===== src/rtl/dit_div_miter.sv =====
// Data-independent-timing miter: two iterative restoring dividers sharing one control stream.
// Optional macro DIV_EARLY_TERM_EN enables a data-dependent early exit (negative control).

module dit_div_core #(
    parameter int unsigned WIDTH = 64
) (
    input  logic             clock,
    input  logic             reset,
    input  logic             in_valid,
    input  logic [WIDTH-1:0] a,
    input  logic [WIDTH-1:0] b,
    output logic             in_ready,
    output logic             out_valid,
    output logic [WIDTH-1:0] q,
    output logic [WIDTH-1:0] r
);

    localparam int unsigned IW = $clog2(WIDTH + 1);

    typedef enum logic [1:0] {
        IDLE = 2'd0,
        BUSY = 2'd1,
        DONE = 2'd2
    } state_t;

    state_t           state;
    logic [IW-1:0]    iter;
    logic [WIDTH-1:0] quo;
    logic [WIDTH-1:0] div;
    logic [WIDTH-1:0] rem;

    logic [WIDTH:0]   trial;
    logic [WIDTH-1:0] diff;
    logic             fits;
    logic [WIDTH-1:0] rem_next;
    logic [WIDTH-1:0] quo_next;

    // One restoring step: shift the next dividend bit in, subtract if it fits.
    // When it fits, trial - div always fits in WIDTH bits (or div is zero and truncation keeps the dividend bits).
    always_comb begin
        trial    = {rem, quo[WIDTH-1]};
        fits     = (trial >= {1'b0, div});
        diff     = trial[WIDTH-1:0] - div;
        rem_next = fits ? diff : trial[WIDTH-1:0];
        quo_next = {quo[WIDTH-2:0], fits};
    end

    always_ff @(posedge clock) begin
        if (reset) begin
            state     <= IDLE;
            in_ready  <= 1'b1;
            out_valid <= 1'b0;
            q         <= '0;
            r         <= '0;
            iter      <= '0;
            quo       <= '0;
            div       <= '0;
            rem       <= '0;
        end else begin
            case (state)
                IDLE: begin
                    if (in_valid) begin
                        quo      <= a;
                        div      <= b;
                        rem      <= '0;
                        iter     <= IW'(WIDTH);
                        state    <= BUSY;
                        in_ready <= 1'b0;
                    end
                end
                BUSY: begin
                    quo  <= quo_next;
                    rem  <= rem_next;
                    iter <= iter - IW'(1);
`ifdef DIV_EARLY_TERM_EN
                    // Data-dependent shortcut on the first step; quo still holds the dividend here.
                    if (iter == IW'(WIDTH) && (div == '0 || quo == '0)) begin
                        state     <= DONE;
                        out_valid <= 1'b1;
                        q         <= (div == '0) ? '1 : '0;
                        r         <= (div == '0) ? quo : '0;
                    end else if (iter == IW'(1)) begin
                        state     <= DONE;
                        out_valid <= 1'b1;
                        q         <= quo_next;
                        r         <= rem_next;
                    end
`else
                    if (iter == IW'(1)) begin
                        state     <= DONE;
                        out_valid <= 1'b1;
                        q         <= quo_next;
                        r         <= rem_next;
                    end
`endif
                end
                DONE: begin
                    state     <= IDLE;
                    out_valid <= 1'b0;
                    in_ready  <= 1'b1;
                end
                default: begin
                    state     <= IDLE;
                    out_valid <= 1'b0;
                    in_ready  <= 1'b1;
                end
            endcase
        end
    end

endmodule

module dit_div_miter #(
    parameter int unsigned WIDTH = 64,
    parameter int unsigned CNT_W = 16
) (
    input  logic             clock,
    input  logic             reset,
    input  logic             in_valid,
    input  logic [WIDTH-1:0] a1,
    input  logic [WIDTH-1:0] b1,
    input  logic [WIDTH-1:0] a2,
    input  logic [WIDTH-1:0] b2,
    output logic             in_ready,
    output logic             out_valid,
    output logic [WIDTH-1:0] q1,
    output logic [WIDTH-1:0] r1,
    output logic [WIDTH-1:0] q2,
    output logic [WIDTH-1:0] r2,
    output logic             dit_violation,
    output logic [CNT_W-1:0] viol_cycle,
    output logic [CNT_W-1:0] op_count
);

    logic             ready_1;
    logic             ready_2;
    logic             valid_1;
    logic             valid_2;
    logic             mismatch;
    logic [CNT_W-1:0] cycle_cnt;

    dit_div_core #(.WIDTH(WIDTH)) u_copy1 (
        .clock     (clock),
        .reset     (reset),
        .in_valid  (in_valid),
        .a         (a1),
        .b         (b1),
        .in_ready  (ready_1),
        .out_valid (valid_1),
        .q         (q1),
        .r         (r1)
    );

    dit_div_core #(.WIDTH(WIDTH)) u_copy2 (
        .clock     (clock),
        .reset     (reset),
        .in_valid  (in_valid),
        .a         (a2),
        .b         (b2),
        .in_ready  (ready_2),
        .out_valid (valid_2),
        .q         (q2),
        .r         (r2)
    );

    assign in_ready  = ready_1;
    assign out_valid = valid_1;
    assign mismatch  = (ready_1 != ready_2) | (valid_1 != valid_2);

    // Timing checker: only handshake timing is compared, never data.
    always_ff @(posedge clock) begin
        if (reset) begin
            dit_violation <= 1'b0;
            viol_cycle    <= '0;
            op_count      <= '0;
            cycle_cnt     <= '0;
        end else begin
            if (cycle_cnt != '1) begin
                cycle_cnt <= cycle_cnt + CNT_W'(1);
            end
            if (mismatch && !dit_violation) begin
                dit_violation <= 1'b1;
                viol_cycle    <= cycle_cnt;
            end
            if (valid_1 && valid_2 && op_count != '1) begin
                op_count <= op_count + CNT_W'(1);
            end
        end
    end

endmodule

===== config.mk =====
export PLATFORM = sky130hd
export DESIGN_NAME = dit_div_miter
export DESIGN_NICKNAME = d
export VERILOG_FILES = /design/src/rtl/dit_div_miter.sv
export SDC_FILE = /design/constraint.sdc
export NUM_CORES = 2
export LEC_CHECK = 0
export CAP_MARGIN = 20
export CORE_AREA = 2 2 300 302
export DETAILED_ROUTE_END_ITERATION = 6
export DIE_AREA = 0 0 302 304
export GPL_TIMING_DRIVEN = 0
export PLACE_DENSITY = 0.6
export REMOVE_ABC_BUFFERS = 1
export SYNTH_ARGS = -nofsm -noshare
export SYNTH_HDL_FRONTEND = slang
export SYNTH_HIERARCHICAL = 1
export SYNTH_SLANG_ARGS = --single-unit

===== constraint.sdc =====
create_clock -name clock -period 3.2 [get_ports clock]
set_clock_uncertainty 0.15 [all_clocks]
set_input_delay 0.48 -clock clock [delete_from_list [all_inputs] [get_ports clock]]
set_output_delay 0.48 -clock clock [all_outputs]
set_load 0.01 [all_outputs]

==> results.toml <==
[clock_network]
cts_root_buf = "clkbuf_16"
htree_levels = 3
clk_latency_ns = 0.69
cts_tree = "done"
cts_inserted_buffers = 83
cts.sinks = 711
cts_buffer_depth = 3
path_clk_slew_ns = 0.06

[global_routing]
overflow = 0
grt_max_degree = 153
antenna_found_initial = 10
grt_pass1_vias = 32849
use_met2_pct = 42.1
grt_pass1_wl_mm = 190
met3_usage_pct = 5.64
grt_util_met1_pct = 33.8
grt_busiest_layer = "met2"
track_usage_pct = 25.9

[synthesis]
synth.avg_cell_area_um2 = 7.81
synth_cells = 4513
synth_edf_count = 0
synthFlopType = "dfxtp_1"
async_reset_ff_share_pct = 0
yosys_warnings = 6
yosysSeqAreaShare_pct = 40.4
ys_ff_latch = 711
synth_area_um2 = 35300
yosysUniqueCellTypes = 83

[outcome]
run_status = "finished with violations"
violations = "setup timing"

[final_layout]
mostFrequentLayoutCells = "nand2_1, dfxtp_1, a21oi_1, clkdlybuf4s50_1, nor2_1"
fin_nets = 5570
fillers = 7773
layout.area.seq_um2 = 14300
layout_commonest_cell = "nand2_1"
drive_gt1_share_pct = 21.1
area_delta_synth_final_pct = 48.0
fin_cells = 6419
multi_input_area_um2 = 23300

[sta]
setup_viol = 252
slew_headroom_pct = 8.48
hold_violations = 0
worst_pin_slew_ns = 1.37
fin_crit_ns = 3.61
post-route-period-util_pct = 113
fmax_mhz = 277
final_max_slew_viol_count = 0
fin_ws_ns = -0.413
rsz0062_at_grt = "yes"

[die]
fp.dieW_um = 302
core-area_um2 = 89000
dieArea_um2 = 91800
io_pins = 550
die_h_um = 304
start_util_pct = 39.6
rows = 110

[drt]
dr.pass1.iters = 5
drc_errors = 0
wl_per_cell_um = 20.1
drtIter0Drc = 2785
vias = 35656
drt-total-wl_mm = 129
postRouteAntennaNets = 0
routed_via_density = 5.55

[setup_path]
arrival_ns = 3.99
r2r_slack_ns = -0.41
critPathLaunchType = "register"
critPathSlowestCell = "o211ai_1"
path_cells = "inv_4, ha_4, inv_2, fa_2, a21o_1, a221oi_4, o21a_1, buf_4, or3_4, a21oi_4, nor3b_4, buf_4, o21ai_4, nand2_2, xnor2_2, o211ai_1, a21oi_1"
cp.required_ns = 3.58
path_class = "register to register"
worst_path_most_repeated_cell = "buf_4"
crit_path_max_incr_delay_ns = 0.38
cp_max_fo = 3
worstSetupEndpointType = "register"

[hold_path]
hold_class = "input pin to register"

[placed_design]
dp_cells = 5961
post-dp-hpwl_mm = 83.4
gp_congestion = 0.900
io_buffers = 549

[flow_run]
drv_cap = 0
==> kinds of logic after synthesis <==
group | after synthesis | synth area share, %
buf+inv | 495 | 5.67
flops | 711 | 40.4
fa+ha+maj | 137 | 4.91
mux | 102 | 2.92
simple gates | 1581 | 19.3
compound gates | 1373 | 24.0
xor+xnor | 114 | 2.83
==> final timing paths <==
path | startpoint | endpoint | cells after the start
setup / recovery | u_copy2/quo[63]$_SDFFE_PP0P_ | u_copy2/r[46]$_SDFFE_PP0P_ | 17
hold / removal | b1[31] | u_copy1/div[31]$_SDFFE_PP0P_ | 3
setup reg to reg | u_copy2/quo[63]$_SDFFE_PP0P_ | u_copy2/r[46]$_SDFFE_PP0P_ | 17
hold reg to reg | u_copy1/div[6]$_SDFFE_PP0P_ | u_copy1/div[6]$_SDFFE_PP0P_ | 2
==> cell type report <==
type / count / area share (%)
tap: 1176 / 2.82
multi-input combinational: 3319 / 44.7
clock inverter: 32 / 1.15
clock buffer: 116 / 4.66
inverter: 177 / 1.28
sequential: 711 / 27.4
timing repair buffer: 882 / 17.9
antenna: 6 / 0.0288
==> routing by layer <==
metal / up-vias / part of all wire [%] / wire length [um]
li1: 17158 / - / -
met1: 17011 / 42 / 54400
met2: 1214 / 47 / 60700
met3: 265 / 7.1 / 9190
met4: 8 / 3.8 / 4930
met5: - / 0.045 / 58
==> metrics by stage <==
step	utilization (%)	cell area [um^2]	hold WS, ns	setup TNS [ns]	worst slack (ns)
final	58.6	52200	0.184	-43.79	-0.413
after global routing	58.6	52200	0.172	-66.13	-0.515
after CTS	54.0	48100	0.156	-22.40	-0.407
after detailed placement	47.1	41900	0.293	-267.10	-1.48
after global placement	45.9	40900	0.291	-	-33.18
after floorplan	-	33900	0.273	-2281.99	-5.21
==> Yosys cell counts, types with 10 or more instances <==
library cell,instances,share of area [%]
a211oi_1,109,2.3
a21o_1,72,1.5
a21oi_1,625,8.9
a221oi_1,10,0.25
a22o_1,12,0.30
a22oi_1,126,2.7
a311oi_1,12,0.30
a31oi_1,81,1.4
and3_1,17,0.30
buf_1,16,0.17
buf_2,41,0.58
clkbuf_1,245,2.6
dfxtp_1,711,40
ha_1,135,4.8
inv_1,177,1.9
mux2i_1,95,2.7
nand2_1,858,9.1
nand2b_1,26,0.46
nand3_1,62,0.88
nand4_1,55,0.98
nor2_1,392,4.2
nor2b_1,18,0.32
nor3_1,58,0.82
nor4_1,12,0.21
o211ai_1,13,0.28
o21a_1,27,0.58
o21ai_0,146,2.1
o21ai_1,10,0.14
o21bai_1,42,0.89
o311ai_0,10,0.25
o31ai_1,16,0.34
or2_2,10,0.18
or4_1,12,0.26
xnor2_1,55,1.4
xor2_1,59,1.5
==> repair_timing <==
item,CTS,global route
resized for setup,424,546
pin swaps,95,236
gates cloned,12,9
setup endpoints to repair,260,260
buffers inserted,110,175
hold buffers,0,0
==> worst max-delay path: cells and delay by family (launching register included) <==
family	cells	cell delay (ns)
DFF	1	0.35
AOI/OAI and AO/OA	7	1.48
and+or+nand+nor	3	0.52
buffers and inverters	4	0.41
adders and majority gates	2	0.37
xor gates and xnor gates	1	0.17
Power is left out: the tool's default activity adds up to more than one toggle a clock period on the data nets, which glitch-free logic cannot reach.
